--- config.mk ---
export PLATFORM = sky130hd
export DESIGN_NAME = issue_scheduler
export DESIGN_NICKNAME = d
export VERILOG_FILES = /design/src/rtl/issue_scheduler.sv
export SDC_FILE = /design/constraint.sdc
export NUM_CORES = 1
export LEC_CHECK = 0
export CELL_PAD_IN_SITES_DETAIL_PLACEMENT = 1
export CELL_PAD_IN_SITES_GLOBAL_PLACEMENT = 1
export CORE_AREA = 2 2 124 78
export CTS_CLUSTER_SIZE = 8
export DETAILED_ROUTE_END_ITERATION = 6
export DIE_AREA = 0 0 126 80
export PLACE_DENSITY = 0.84
export SLEW_MARGIN = 25
export SYNTH_ARGS = -nofsm -noshare
export SYNTH_HDL_FRONTEND = slang
export SYNTH_SLANG_ARGS = --single-unit
--- constraint.sdc ---
create_clock -name clk -period 2.46 [get_ports clk]
set_clock_uncertainty 0.15 [all_clocks]
set_input_delay 0.615 -clock clk [delete_from_list [all_inputs] [get_ports clk]]
set_output_delay 0.615 -clock clk [all_outputs]
set_load 0.01 [all_outputs]
--- src/rtl/issue_scheduler.sv ---
// Issue controller between instruction memory and decode: blocks RAW/flag hazards
// with bubbles, holds across control flow until execute resolves it, drops wrong-path fetches.
module issue_scheduler #(
  parameter int HAZARD_DEPTH = 2,
  parameter int FLUSH_SLOTS  = 1,
  parameter int CNT_W        = 16
) (
  input  logic             clk,
  input  logic             rst,
  input  logic [31:0]      instr,
  input  logic             instr_valid,
  input  logic             br_resolved,
  input  logic             br_taken,
  output logic             stall,
  output logic [31:0]      issue_instr,
  output logic             issue_valid,
  output logic [CNT_W-1:0] stall_count,
  output logic [1:0]       dbg_state
);

  // Fetch handshake: instr_valid marks a fetched word; stall=1 in that cycle means the
  // word was not consumed and fetch re-presents it next cycle. stall=0 consumes it.
  typedef enum logic [1:0] {S_RUN = 2'd0, S_BR_WAIT = 2'd1, S_FLUSH = 2'd2} state_t;

  typedef struct packed {
    logic       valid;
    logic       writes;
    logic [5:0] rd;
    logic       sets_flags;
  } sb_entry_t;

  state_t    state_q, state_d;
  logic [1:0] flush_cnt;
  sb_entry_t sb [HAZARD_DEPTH];

  logic [3:0] op;
  logic [5:0] rd, rs, rt;
  logic reads_rs, reads_rt, reads_flags, writes_rd, sets_flags, is_ctl;
  logic hazard, run_eval, issue_now, cnt_inc, load_flush;

  assign op = instr[31:28];
  assign rd = instr[27:22];
  assign rs = instr[21:16];
  assign rt = instr[15:10];
  assign dbg_state = state_q;

  always_comb begin
    reads_rs    = 1'b0;
    reads_rt    = 1'b0;
    reads_flags = 1'b0;
    writes_rd   = 1'b0;
    sets_flags  = 1'b0;
    is_ctl      = 1'b0;
    case (op)
      4'h4, 4'h7: begin reads_rs = 1'b1; reads_rt = 1'b1; writes_rd = 1'b1; sets_flags = 1'b1; end
      4'h5, 4'h6: begin reads_rs = 1'b1; writes_rd = 1'b1; sets_flags = 1'b1; end
      4'hE:       begin reads_rs = 1'b1; writes_rd = 1'b1; end
      4'hF:       writes_rd = 1'b1;
      4'h3:       begin reads_rs = 1'b1; reads_rt = 1'b1; end
      4'hA:       begin reads_rs = 1'b1; is_ctl = 1'b1; end
      4'h9, 4'hB: begin reads_rs = 1'b1; reads_flags = 1'b1; is_ctl = 1'b1; end
      default:    ;
    endcase
  end

  always_comb begin
    hazard = 1'b0;
    for (int i = 0; i < HAZARD_DEPTH; i++) begin
      if (sb[i].valid) begin
        if (sb[i].writes && ((reads_rs && sb[i].rd == rs) || (reads_rt && sb[i].rd == rt)))
          hazard = 1'b1;
        if (reads_flags && sb[i].sets_flags)
          hazard = 1'b1;
      end
    end
  end

  // A not-taken resolution re-evaluates the held fall-through word in the same cycle.
  assign run_eval = (state_q == S_RUN) ||
                    (state_q == S_BR_WAIT && br_resolved && !br_taken);

  always_ff @(posedge clk or posedge rst) begin
    if (rst) state_q <= S_RUN;
    else     state_q <= state_d;
  end

  always_comb begin
    state_d = state_q;
    case (state_q)
      S_RUN, S_BR_WAIT: begin
        if (run_eval)        state_d = (issue_now && is_ctl) ? S_BR_WAIT : S_RUN;
        else if (load_flush) state_d = S_FLUSH;
      end
      S_FLUSH: if (flush_cnt <= 2'd1) state_d = S_RUN;
      default: state_d = S_RUN;
    endcase
  end

  always_comb begin
    stall      = 1'b0;
    issue_now  = 1'b0;
    cnt_inc    = 1'b0;
    load_flush = 1'b0;
    if (run_eval) begin
      if (instr_valid && hazard) begin
        stall   = 1'b1;
        cnt_inc = 1'b1;
      end else if (instr_valid) begin
        issue_now = 1'b1;
      end
    end else if (state_q == S_BR_WAIT) begin
      if (br_resolved && br_taken) load_flush = 1'b1;
      else                         stall      = 1'b1;
    end
  end

  always_ff @(posedge clk or posedge rst) begin
    if (rst) begin
      flush_cnt <= 2'd0;
    end else if (load_flush) begin
      flush_cnt <= 2'(FLUSH_SLOTS);
    end else if (state_q == S_FLUSH && flush_cnt != 2'd0) begin
      flush_cnt <= flush_cnt - 2'd1;
    end
  end

  always_ff @(posedge clk or posedge rst) begin
    if (rst) begin
      for (int i = 0; i < HAZARD_DEPTH; i++) sb[i] <= '0;
    end else begin
      sb[0] <= issue_now ? {1'b1, writes_rd, rd, sets_flags} : '0;
      for (int i = 1; i < HAZARD_DEPTH; i++) sb[i] <= sb[i-1];
    end
  end

  always_ff @(posedge clk or posedge rst) begin
    if (rst) begin
      issue_instr <= 32'h0;
      issue_valid <= 1'b0;
      stall_count <= '0;
    end else begin
      issue_instr <= issue_now ? instr : 32'h0;
      issue_valid <= issue_now;
      if (cnt_inc && stall_count != '1) stall_count <= stall_count + 1'b1;
    end
  end

endmodule

### Word level (Yosys, flattened, before mapping)

Cells that the tools add are included.

* input port bits: 37
* output and inout bits: 52
* register bits: 71
* word-level logic and storage cells: 97

* magnitude comparators: 1
* add/subtract/negate cells: 2
* mux-type cells: 32
* reduce and logical (&&, ||, !) cells: 30
* eq/ne operators: 19

Operators with widths (count)
* $mux W32: 1
* $eq A6 B6 Y1: 4
* $mux W1: 24
* $eq A4 B4 Y1 const B: 5
* $add A16 B1 Y16 const B: 1
* $eq A4 B3 Y1 const B: 4
* $ne A16 B16 Y1 const B: 1
* $logic_and A1 B1 Y1: 15
* $mux W2: 5
* $mux W9: 1
* $reduce_or A9 Y1: 1
* $reduce_or A3 Y1: 2
* $reduce_or A6 Y1: 1
* $eq A4 B2 Y1 const B: 1
* $pmux W2 S2: 1
* $reduce_bool A2 Y1: 2
* $reduce_or A2 Y1: 2
* $reduce_or A4 Y1: 1
* $logic_or A1 B1 Y1: 3
* $ne A3 B3 Y1 const B: 1
* $eq A2 B1 Y1 const B: 1
* $eq A2 B2 Y1 const B: 1
* $le A2 B1 Y1 const B: 1
* $logic_not A2 Y1: 1
* 4 further kinds: 4

### Depth between registers and ports, before layout

* depth after elaboration: 19
* mapped depth: 8
* gate-level depth less buffers: 7

### Worst setup path before layout

No wires, ideal clock.

* path kind: in2out
* from: input instr[28]
* to: output stall
* data arrival time: 2103 ps
* required time: 1695 ps
* buffers on the path: 0
* path slack: -408 ps
* cell stages on the path: 6
* path through: nor4b_2 -> a31oi_1 -> or4_1 -> a21oi_2 -> nor3_1 -> o21ai_0

* cells in the longest elaborated chain, start to end: 15
* elaborated cells between the ends (all ways): 34
* those cells by class: 9 x eq/ne; 11 x mux; 14 x reduce/logical

Ends and longest elaborated chain
* start: declaration: RTL line 10 `input logic [31:0] instr,`
* $eq A4 B4 Y1, or another cell as far along: RTL line 54 `case (op)`
* $reduce_or A9 Y1 (no source line) or $reduce_or A3 Y1 (tied branches)
* $mux W1: RTL line 54
* $logic_and A1 B1 Y1: RTL line 70 `if (sb[i].writes && ((reads_rs && sb[i].rd == rs) || (reads_rt && sb[i].rd == rt)))`
* $logic_or A1 B1 Y1: RTL line 70
* $logic_and A1 B1 Y1: RTL line 70
* $mux W1: RTL line 70
* $mux W1: RTL line 72 `if (reads_flags && sb[i].sets_flags)`
* $mux W1: RTL line 69 `if (sb[i].valid) begin`
* $mux W1: RTL line 70
* $mux W1: RTL line 72
* $mux W1 (*): RTL line 69
* $logic_and A1 B1 Y1 (*): RTL line 105 `if (instr_valid && hazard) begin`
* $mux W1 (*): RTL line 105
* $mux W1 (*): RTL line 104 `if (run_eval) begin`
* end: declaration: RTL line 14 `output logic stall,`

Mark *: on every way between the ends. The rest lies on a longest branch, timed or not.

### Final worst setup path

* from: input instr[29]
* to: output stall

The elaborated chain is that of the path after synthesis.

==> metrics.md <==
| Metric | Value |
|---|---|
| Status | complete, but fails checks |
| Failing checks | negative setup slack |
| First-pass GRT wire length | 13.0 mm |
| Combinational fraction of design power | 17.6% |
| Fin crit share | 116% |
| Root buf cell | clkbuf_16 |
| Final RePlAce weighted congestion | 0.768 |
| Clk buf depth | 2 |
| Ys async rst share | 100% |
| CP max stage cell | nor4b_4 |
| Most common cell after layout, fill and taps aside | clkdlybuf4s50_1 |
| H-tree Lvls | 3 |
| Max Freq | 351 MHz |
| Switching portion of total power | 24.7% |
| Post-Synthesis Cells | 237 |
| Core area | 8920 um^2 |
| #FFs+latches synth | 64 |
| Largest net degree at the start of global routing | 65 |
| Cell Area, Placed | 4120 um^2 |
| Cts hold-fix bufs | 0 |
| Worst rel slew slack | 65.1% |
| DRT antenna net count | 0 |
| CTS tree | built |
| Layout area overhead | 69.2% |
| Pint | 2.20 mW |
| Netlist cell types | 35 |
| Avg Vias per Cell | 4.46 |
| Vias in the first global route | 2413 |
| Final Instance Area | 4700 um^2 |
| Clock sinks | 64 |
| Most frequent cells in the layout | clkdlybuf4s50_1 (71), dfrtp_1 (64), buf_4 (34), and2_1 (29), xor2_1 (20) |
| Gr usage total | 17.0% |
| Number of synthesized flops with an enable pin | 0 |
| Setup ws final | -0.392 ns |
| FF-to-FF Start | issue_instr[26] |
| Via count | 2217 |
| Die Y-Extent | 80 um |
| Clock Power Share | 41.7% |
| Hold Path Class | flop to flop |
| DRC | 0 |
| WP data required | 1.69 ns |
| # diodes | 0 |
| Avg Cell Area, Syn | 11.7 um^2 |
| Worst-path cell chain | buf_8 -> nor4b_4 -> a31oi_4 -> buf_6 -> nor4_4 -> o2111a_2 -> nor3_2 -> o21ai_2 -> buf_2 |
| Max-Cap Viols | 0 |
| Crit Path Category | primary input to output pin |
| Crit-path max FO | 4 |
| Maximum VDD drop | 0.319 mV |
| Chip Width | 126 um |
| Warning count from the yosys run | 0 |
| Final Hold Viols | 0 |
| Synthesized cell area | 2780 um^2 |
| Seq pwr share | 40.8% |
| Num rows | 27 |
| Ys flop type | dfrtp_1 |
| Final setup fails | 14 |
| Power density over the cells | 621 nW/um^2 |
| Share of cells above drive strength 1 | 30.2% |
| Net switching power | 720 uW |
| Post-synthesis net count | 277 |
| Final Critical Period | 2.85 ns |
| I/O pin total | 89 |
| Critical Path Source | instr[29] |
| Initial core utilization | 31.2% |
| Worst-skew pair later-pin latency | 0.33 ns |
| Fin Setup TNS | -1.24 ns |
| Hold wc startpoint | sb[16] |
| Congestion Overflow GR | 0 |
| Max stage delay on crit path | 0.32 ns |
| Leak Pwr | 2.18 nW |
| CTS clk-pin slew, worst paths | 0.05 ns |
| CP endpoint kind | output pin |
| Initial DRC Count | 57 |
| WL/cell | 16.8 um |
| Slew Limit Fails | 0 |
| Inserted Clock Buffers | 9 |
| Drt first pass iters | 4 |
| Die footprint | 10100 um^2 |
| Crit start category | primary input |
| Sequential fraction of the synthesis area | 57.6% |
| Crit path DAT | 2.09 ns |
| RSZ-0062 raised after global routing | true |
| Final WL | 8.34 mm |
| Initial antenna violation count | 0 |
| PortBufs | 88 |
| Fillers | 931 |
| Worst-Margin Slew | 0.522 ns |
| Final core utilization | 52.7% |
| HPWL Detailed | 5.92 mm |
| NumNets Final | 416 |
cell usage after synthesis (2+ instances only):
cell type / instances / area [um^2]
a21oi_1: 3 / 15.0
and2_1: 31 / 194
buf_4: 6 / 45.0
clkbuf_1: 3 / 11.3
dfrtp_1: 64 / 1600
ha_1: 3 / 37.5
inv_1: 9 / 33.8
nand2_1: 15 / 56.3
nand2b_1: 3 / 18.8
nand3_1: 7 / 35.0
nand3b_1: 3 / 22.5
nand4_1: 4 / 25.0
nor2_1: 12 / 45.0
nor3_1: 7 / 35.0
nor3_2: 3 / 30.0
nor3b_2: 2 / 25.0
nor4_1: 3 / 18.8
nor4b_2: 3 / 45.0
o21ai_0: 3 / 15.0
xnor2_1: 17 / 149
xor2_1: 22 / 193
worst max-delay path: cells and delay by family:
family | cells | cell delay [ns]
simple gates | 3 | 0.63
buf+inv | 3 | 0.39
compound gates | 3 | 0.45
power groups by stage:
stage	logic, mW	clock network, mW	registers, mW
floorplan	0.170	0	1.22
CTS	0.487	1.24	1.19
detailed placement	0.474	0	1.21
finish	0.513	1.22	1.19
global route	0.560	1.31	1.20
global placement	0.453	0	1.20
metal layers:
metal	track usage [%]	vias up	routed length (um)
met1	20.8	1092	3560
met2	28.2	59	4150
li1	-	1055	-
met5	0	-	0
met4	5.60	0	130
met3	5.90	11	487
area by class of cell:
type | count | area, um^2 | area share (%)
repair buffers | 138 | 1320 | 28.0
clock buffers | 12 | 236 | 5.03
well taps | 116 | 145 | 3.09
clock inverters | 4 | 45.0 | 0.958
multi-input cells | 154 | 1320 | 28.1
inverters | 9 | 33.8 | 0.718
flip-flops and latches | 64 | 1600 | 34.1
registers in the layout, indices dropped and copies added, names as in the netlist:
name / cells
issue_valid: 1
stall_count: 16
dbg_state: 2
issue_instr: 32
flush_cnt: 2
sb: 11
stage by stage:
step	instances	power, mW	worst slack [ns]	hold slack (ns)
floorplan	237	1.39	-0.234	0.204
global placement	473	1.65	-1.24	0.211
detailed placement	473	1.68	-1.34	0.213
CTS	494	2.92	-0.427	0.224
global route	497	3.07	-0.475	0.241
finish	497	2.92	-0.392	0.222
kinds of logic after synthesis:
kind of cell | Yosys count | share of synthesized area [%]
fa+ha+maj | 3 | 1.35
compound gates | 16 | 4.14
flops | 64 | 57.6
mux | 1 | 0.405
xor+xnor | 39 | 12.3
buf+inv | 19 | 3.65
simple gates | 95 | 20.5
final timing paths:
kind	endpoint	slack, ns	depth (start not counted)
setup / recovery	stall	-0.39	9
hold / removal	sb[7]	0.22	0
setup reg to reg	stall_count[12]	-0.05	11
hold reg to reg	sb[7]	0.22	0
max in group asynchronous	issue_instr[31]	1.35	3
min in group asynchronous	stall_count[11]	0.53	3
what timing repair did:
item / CTS / global route
setup buffers: 4 / 2
pin swaps: 16 / 11
gates cloned: 1 / 1
resized for setup: 63 / 44
setup endpoints to repair: 53 / 52
endpoints found under the hold margin: 0 / 0
(Power assumes the default switching activity.)
